## config.mk

```make
export PLATFORM = sky130hd
export DESIGN_NAME = game_state_ctrl
export DESIGN_NICKNAME = d
export VERILOG_FILES = /design/src/rtl/game_state_ctrl.sv
export SDC_FILE = /design/constraint.sdc
export NUM_CORES = 1
export LEC_CHECK = 0
export CORE_UTILIZATION = 50
export DETAILED_ROUTE_END_ITERATION = 12
export GPL_ROUTABILITY_DRIVEN = 0
export PLACE_DENSITY_LB_ADDON = 0.3
export SLEW_MARGIN = 20
export SYNTH_ARGS = -nofsm -noshare
export SYNTH_HDL_FRONTEND = slang
export SYNTH_SLANG_ARGS = --single-unit
```

## constraint.sdc

```tcl
create_clock -name clk -period 2.2 [get_ports clk]
set_clock_uncertainty 0.1 [all_clocks]
set_input_delay 0.33 -clock clk [delete_from_list [all_inputs] [get_ports clk]]
set_output_delay 0.33 -clock clk [all_outputs]
set_load 0.01 [all_outputs]
```

## src/rtl/game_state_ctrl.sv

```systemverilog
// Screen-state controller: START / GAME / END, with every change aligned to frame_start.
// Also emits a game reset pulse and counts the frames played in the current game.
module game_state_ctrl #(
  parameter int END_FRAMES  = 180,
  parameter int LOCK_FRAMES = 30
) (
  input  logic        clk,
  input  logic        rst,
  input  logic        frame_start,
  input  logic        key_start,
  input  logic        game_over,
  output logic [1:0]  state,
  output logic        game_rst,
  output logic        state_chg,
  output logic [15:0] game_frames
);

  localparam logic [1:0] S_START = 2'd0;
  localparam logic [1:0] S_GAME  = 2'd1;
  localparam logic [1:0] S_END   = 2'd2;

  localparam logic [7:0] END_LAST = 8'(END_FRAMES - 1);
  localparam logic [7:0] LOCK_CNT = 8'(LOCK_FRAMES);

  logic [1:0]  state_reg, state_next;
  logic        key_d_reg;
  logic        req_start_reg, req_over_reg;
  logic [7:0]  end_cnt_reg, end_cnt_next;
  logic [15:0] frames_reg, frames_next;
  logic        game_rst_reg, game_rst_next;
  logic        state_chg_reg, state_chg_next;

  logic key_edge;
  logic eff_start;
  logic eff_over;

  assign key_edge  = key_start & ~key_d_reg;
  assign eff_start = req_start_reg | key_edge;
  assign eff_over  = req_over_reg | game_over;

  // State register and all other sequential state.
  always_ff @(posedge clk) begin
    if (rst) begin
      state_reg     <= S_START;
      key_d_reg     <= 1'b1;
      req_start_reg <= 1'b0;
      req_over_reg  <= 1'b0;
      end_cnt_reg   <= 8'd0;
      frames_reg    <= 16'd0;
      game_rst_reg  <= 1'b0;
      state_chg_reg <= 1'b0;
    end else begin
      state_reg     <= state_next;
      key_d_reg     <= key_start;
      // Requests live only until the next frame boundary, used or not.
      req_start_reg <= frame_start ? 1'b0 : (req_start_reg | key_edge);
      req_over_reg  <= frame_start ? 1'b0 : (req_over_reg | game_over);
      end_cnt_reg   <= end_cnt_next;
      frames_reg    <= frames_next;
      game_rst_reg  <= game_rst_next;
      state_chg_reg <= state_chg_next;
    end
  end

  // Next-state logic: only frame boundaries may change the screen.
  always_comb begin
    state_next = state_reg;
    if (frame_start) begin
      case (state_reg)
        S_START: if (eff_start) state_next = S_GAME;
        S_GAME:  if (eff_over)  state_next = S_END;
        S_END: begin
          if (end_cnt_reg == END_LAST)
            state_next = S_START;
          else if (eff_start && (end_cnt_reg >= LOCK_CNT))
            state_next = S_GAME;
        end
        default: state_next = S_START;
      endcase
    end
  end

  // Pulses and counters derived from the current/next state pair.
  always_comb begin
    game_rst_next  = (state_next == S_GAME) && (state_reg != S_GAME);
    state_chg_next = (state_next != state_reg);

    end_cnt_next = end_cnt_reg;
    if ((state_next == S_END) && (state_reg != S_END))
      end_cnt_next = 8'd0;
    else if (frame_start && (state_reg == S_END) && (state_next == S_END))
      end_cnt_next = end_cnt_reg + 8'd1;

    // The frame that enters GAME clears the count; the frame that leaves it is not counted.
    frames_next = frames_reg;
    if ((state_next == S_GAME) && (state_reg != S_GAME))
      frames_next = 16'd0;
    else if (frame_start && (state_reg == S_GAME) && (state_next == S_GAME) &&
             (frames_reg != 16'hFFFF))
      frames_next = frames_reg + 16'd1;
  end

  assign state       = state_reg;
  assign game_rst    = game_rst_reg;
  assign state_chg   = state_chg_reg;
  assign game_frames = frames_reg;

endmodule

```

==> metrics.yaml, run 1 <==
synth_area_leader_cell: "dfxtp_1"
r2r_start: "end_cnt_reg[1]"
utilization: 0.692
mostFrequentLayoutCells: "dfxtp_1 (31), clkdlybuf4s50_1 (24), nor2_1 (20), buf_4 (20), nand2_1 (12)"
period_share: 0.978
ctsHoldBuffers: 0
design_area_mm2: 0.00213
postPlaceCellArea_mm2: 0.00206
placedCellCount: 269
status: "finished clean"
maxCapViolations: 0
cts_buffers: 5
die_h_um: 59.1
nets: 240
area_delta_synth_final_pct: 30.7
drive_above_1_share: 0.172
gr-total-overflow: 0
seq_area_frac_synth: 0.381
cts.sinks: 31
path_clk_slew_ns: 0.09
drcViolationCount: 0
routed_via_density: 5.64
cp-start-kind: "register"
r2r_setup_slack_ns: 0.05
fin_ws_ns: 0.0475
boundaryPins: 25
dr.pass1.iters: 5
hp-start: "end_cnt_reg[7]"
synth.area.mux_share: 0.00614
initial_core_util: 0.530
grtUsageTotal: 0.249
crit_end: "end_cnt_reg[1]"
regArea_um2: 621
syn_area_per_cell_um2: 8.81
synth-simple-area-share: 0.285
max_freq_mhz: 465
synth-async-reset-ratio: 0
worstSetupStartpoint: "end_cnt_reg[1]"
synth-seq-cells: 31
worst_slew_pin_slew_ns: 0.383
grt_max_degree: 17
synth_edf_count: 0
h-tree-depth: 2
n_fill_cell: 252
ir_drop_mv: 0.345
drt_wl_total_um: 4050
ctsLongestPathBuffers: 2
dpl_worst_slack_ns: -0.185
synth-compound-area-share: 0.203
final_cells: 277
antennaDiodeCount: 0
hpwl_um: 2960
rr_worst_depth: 6
slew_violations: 0
min_path_type: "register to register"
crit_arrival_ns: 2.28
layout_min_cycle_time_ns: 2.15
die_w_um: 59.1
hold_violations: 0
dieArea_mm2: 0.00349
drt_iter0_markers: 91
synth_xor_area_frac: 0.0645
worstSetupPathType: "register to register"
worstSkewPairLatency_ns: 0.33
yosys.area_share.adder: 0.0230
syn_area_mm2: 0.00163
synth_top_family_by_area: "simple AND/OR/NAND/NOR gates"
cts_tree: "yes"
final_common_cell: "dfxtp_1"
yosys.area.top_type_share: 0.381
num_rows: 20
grt_pass1_wl_um: 6590
yosys-top-cells-area: "dfxtp_1 (38%), nor2_1 (4.6%), xnor2_1 (3.8%)"
p_leak_nw: 0.733
grt_pass1_vias: 1420
clockRootBuffer: "clkbuf_4"
worstPathMaxFanout: 6
io_buffers: 24
vias: 1561
synthesis.nets: 193
coreArea_mm2: 0.00308
finalSetupViolCount: 0
synth_warnings: 0
netlist_instances: 185
critPathRequiredTime_ns: 2.33
ant_nets: 0
relSlewSlack: 0.744
synth_ff_type: "dfxtp_1"
multiInputGateArea_um2: 972
antenna_found_initial: 0
wl_per_cell_um: 14.6
yosysUniqueCellTypes: 52
r2r_end: "end_cnt_reg[1]"
powerDensity_mw_per_mm2: 460
largest_reg_flops: 16
end_kind: "register"
## routing by layer
layer / global-route usage / wire length [µm] / vias up
met5: 0 / 0 / -
met4: 0.0442 / 17 / 0
met3: 0.0633 / 200 / 2
met2: 0.396 / 1970 / 42
met1: 0.345 / 1860 / 741
li1: - / - / 776
## final cells by class
class	count	share of cell area
Multi-Input combinational cell	143	0.456
Inverter	6	0.0106
Clock buffer	7	0.0211
Tap cell	44	0.0258
Clock inverter	1	0.00235
Sequential cell	31	0.291
Timing Repair Buffer	45	0.193
## worst min path at each step
stage | to | slack (ns) | cells after the start
finish | end_cnt_reg[7] | 0.41 | 2
global route | game_frames[8] | 0.44 | 2
CTS | end_cnt_reg[7] | 0.41 | 2
detailed placement | end_cnt_reg[7] | 0.39 | 2
global placement | end_cnt_reg[7] | 0.37 | 2
floorplan | key_d_reg | 0.34 | 1
## worst max-delay path, stage by stage (launching register included)
cell	delay [ns]
dfxtp_1	0.45
ha_2	0.27
nand4b_1	0.16
or2_2	0.38
a311oi_4	0.33
nor3_1	0.14
o32ai_1	0.24
## synth_stat cells, types with 2 or more instances
| cell | instances |
|---|---|
| nand4_1 | 6 |
| o21ai_0 | 6 |
| or4_1 | 2 |
| ha_1 | 3 |
| dfxtp_1 | 31 |
| o2111ai_1 | 3 |
| xnor2_1 | 7 |
| inv_1 | 6 |
| and4_1 | 3 |
| a21oi_1 | 10 |
| nor3_1 | 5 |
| a211oi_1 | 3 |
| o211ai_1 | 3 |
| o31ai_1 | 4 |
| nor2b_1 | 3 |
| xor2_1 | 5 |
| or3_1 | 5 |
| o2bb2ai_1 | 2 |
| nor2_1 | 20 |
| nand2_1 | 12 |
| buf_6 | 2 |
| nand3_1 | 10 |
| or2_2 | 3 |
| and2_1 | 3 |
## repair_timing
item | in CTS | in global routing
buffers inserted | 0 | 0
endpoints found under the setup margin | 0 | 5
endpoints found under the hold margin | 0 | 0
resized for setup | 0 | 4
## stage by stage
step           power [mW]  setup TNS (ns)  hold WS (ns)
5_1_grt              1.02         -0.0500         0.438
2_1_floorplan       0.625               0         0.337
3_3_place_gp        0.663          -0.462         0.372
3_5_place_dp        0.666          -0.853         0.394
6_report            0.981               0         0.407
4_1_cts             0.983               0         0.409
## power by group
| group | switching, mW | total (mW) | internal [mW] |
|---|---|---|---|
| clock | 0.200 | 0.324 | 0.125 |
| combinational | 0.0427 | 0.0848 | 0.0421 |
| sequential | 0.00462 | 0.572 | 0.567 |
| total | 0.247 | 0.981 | 0.734 |
## kinds of logic (layout without fill, tap and decap cells)
group,after synthesis,in the layout
AO/OA/AOI/OAI,44,44
XOR/XNOR,12,12
adder cells (fa/ha/maj),3,3
buffers and inverters,11,59
flip-flops,31,31
multiplexers,1,1
AND/OR/NAND/NOR,83,83
No activity file was read; power rests on OpenSTA's default activity.
==> run 2, diff against run 1 <==
--- a/config.mk
+++ b/config.mk
@@ -5,7 +5,8 @@
 export SDC_FILE = /design/constraint.sdc
 export NUM_CORES = 1
 export LEC_CHECK = 0
-export CORE_UTILIZATION = 50
+export ABC_CLOCK_PERIOD_IN_PS = 2200
+export CORE_UTILIZATION = 35
 export DETAILED_ROUTE_END_ITERATION = 12
 export GPL_ROUTABILITY_DRIVEN = 0
 export PLACE_DENSITY_LB_ADDON = 0.3
==> run 2 against run 1 <==
Non-clock buffer count grew 6. Wire length fell by 7.7%. Critical path depth is 1 higher. Register-to-register slack improved by 0.06 ns. Utilization decreased by 20 points. Critical endpoint is now end_cnt_reg[3]. Largest power group unchanged.
==> metrics.yaml, run 2 (same netlist as run 1, synthesis figures left out) <==
routed_via_density: 5.36  # -5.0%
worstSetupPathType: "register to register"
dieArea_mm2: 0.00494  # +41%
area_delta_synth_final_pct: 34.4
maxCapViolations: 0  # unchanged
coreArea_mm2: 0.00441  # +43%
dr.pass1.iters: 4  # -1
die_h_um: 70.3  # +19%
initial_core_util: 0.369  # -0.160
cp-start-kind: "register"
multiInputGateArea_um2: 952  # -2.1%
grt_max_degree: 17  # unchanged
rsz0062_at_grt: "true"
drt_iter0_markers: 97  # +6.6%
worst_slew_pin_slew_ns: 0.695  # +0.312 ns
period_share: 0.953  # -0.0251
cts.sinks: 31  # unchanged
r2r_setup_slack_ns: 0.10  # +0.06 ns
grtUsageTotal: 0.169  # -0.0797
grt_pass1_wl_um: 6600  # +0.21%
ctsLongestPathBuffers: 2  # unchanged
worstSkewPairLatency_ns: 0.28  # -0.05 ns
die_w_um: 70.3  # +19%
slew_violations: 0  # unchanged
clockRootBuffer: "clkbuf_8"
num_rows: 24  # +20%
hold_violations: 0  # unchanged
status: "finished clean"
dpl_worst_slack_ns: -0.186  # -0.000423 ns
drt_wl_total_um: 3740  # -7.7%
drive_above_1_share: 0.181  # +0.00976
path_clk_slew_ns: 0.06  # -0.03 ns
worstPathMaxFanout: 6  # unchanged
regArea_um2: 621  # unchanged
hold_depth: 3  # +1
ir_drop_mv: 0.221  # -36%
p_leak_nw: 0.780  # +6.4%
postPlaceCellArea_mm2: 0.00210  # +2.3%
mostFrequentLayoutCells: "dfxtp_1 (31), buf_4 (26), clkdlybuf4s50_1 (23), nor2_1 (20), nand2_1 (12)"
final_common_cell: "dfxtp_1"
grt_pass1_vias: 1465  # +3.2%
final_cells: 289  # +4.3%
cp_cell_sequence: "ha_1 -> nand4b_1 -> o21bai_1 -> o211ai_1 -> buf_4 -> or3_1 -> a21oi_1"
n_fill_cell: 431  # +71%
crit_arrival_ns: 2.20  # -0.08 ns
hp-start: "frame_start"
placedCellCount: 282  # +4.8%
nets: 246  # +2.5%
end_kind: "register"
ant_nets: 0  # unchanged
relSlewSlack: 0.532  # -0.213
gr-total-overflow: 0  # unchanged
max_freq_mhz: 477  # +2.6%
utilization: 0.496  # -0.196
io_buffers: 24  # unchanged
design_area_mm2: 0.00219  # +2.8%
r2r_start: "end_cnt_reg[1]"
boundaryPins: 25  # unchanged
layout_min_cycle_time_ns: 2.10  # -0.0552 ns
antenna_found_initial: 0  # unchanged
slowest_stage: "dfxtp_1"
min_path_type: "primary input to register"
critPathRequiredTime_ns: 2.31  # -0.02 ns
drcViolationCount: 0  # unchanged
finalSetupViolCount: 0  # unchanged
antennaDiodeCount: 0  # unchanged
cts_tree: "yes"
min_to: "req_start_reg"
vias: 1548  # -0.83%
wl_per_cell_um: 12.9  # -12%
largest_reg_flops: 16  # unchanged
fin_ws_ns: 0.103  # +0.0552 ns
powerDensity_mw_per_mm2: 484  # +5.2%
h-tree-depth: 2  # unchanged
cts_buffers: 5  # unchanged
rr_worst_depth: 7  # +1
holdWs_ns: 0.362  # -0.0448 ns
hpwl_um: 2830  # -4.5%
r2r_end: "end_cnt_reg[3]"
cpPeakStageDelay_ns: 0.41  # -0.04 ns
-- run 2: timing repair --
item / in CTS / in global routing
setup buffers: 0 / 1
gates resized for setup: 0 / 2
hold endpoints to repair: 0 / 0
endpoints found under the setup margin: 0 / 6
hold buffers: 0 / 0
-- run 2: worst max-delay path by stage --
stage                   start               to  slack, ns  cells after the start
2_1_floorplan  end_cnt_reg[0]   end_cnt_reg[7]       0.14                      7
3_3_place_gp      frame_start  game_frames[10]      -0.18                      8
3_5_place_dp      frame_start   game_frames[2]      -0.19                      8
4_1_cts        end_cnt_reg[0]   end_cnt_reg[3]       0.06                      9
5_1_grt        end_cnt_reg[1]   end_cnt_reg[3]      -0.04                      7
6_report       end_cnt_reg[1]   end_cnt_reg[3]       0.10                      7
-- run 2: metrics by stage --
stage / power (mW) / setup TNS [ns]
floorplan: 0.625 / 0
global placement: 0.667 / -3.40
detailed placement: 0.667 / -3.46
CTS: 1.08 / 0
global route: 1.11 / -0.0361
finish: 1.06 / 0
-- run 2: worst max-delay path, delay by kind of cell, from the launching register on --
family                     cells  cell delay, ns
and+or+nand+nor                2            0.46
adders and majority gates      1            0.20
DFF                            1            0.41
buffers and inverters          1            0.20
AOI/OAI and AO/OA              3            0.65
-- run 2: power by group --
group	internal (mW)	leakage, nW	switching (mW)	total (mW)
registers	0.568	0.250	0.00534	0.573
logic	0.0418	0.493	0.0397	0.0815
clock network	0.210	0.0371	0.196	0.406
-- run 2: cell type report --
cell class,instances,share of cell area
Multi-Input combinational cell,143,0.435
Sequential cell,31,0.283
Timing Repair Buffer,51,0.209
Clock buffer,6,0.0331
Tap cell,52,0.0297
Inverter,6,0.0103
-- run 2: metal layers --
| layer | global-route usage | vias to the layer above | wire length, µm |
|---|---|---|---|
| li1 | - | 793 | - |
| met4 | 0.0867 | 0 | 81 |
| met2 | 0.260 | 23 | 1710 |
| met1 | 0.220 | 724 | 1830 |
| met5 | 0 | - | 0 |
| met3 | 0.0404 | 8 | 125 |
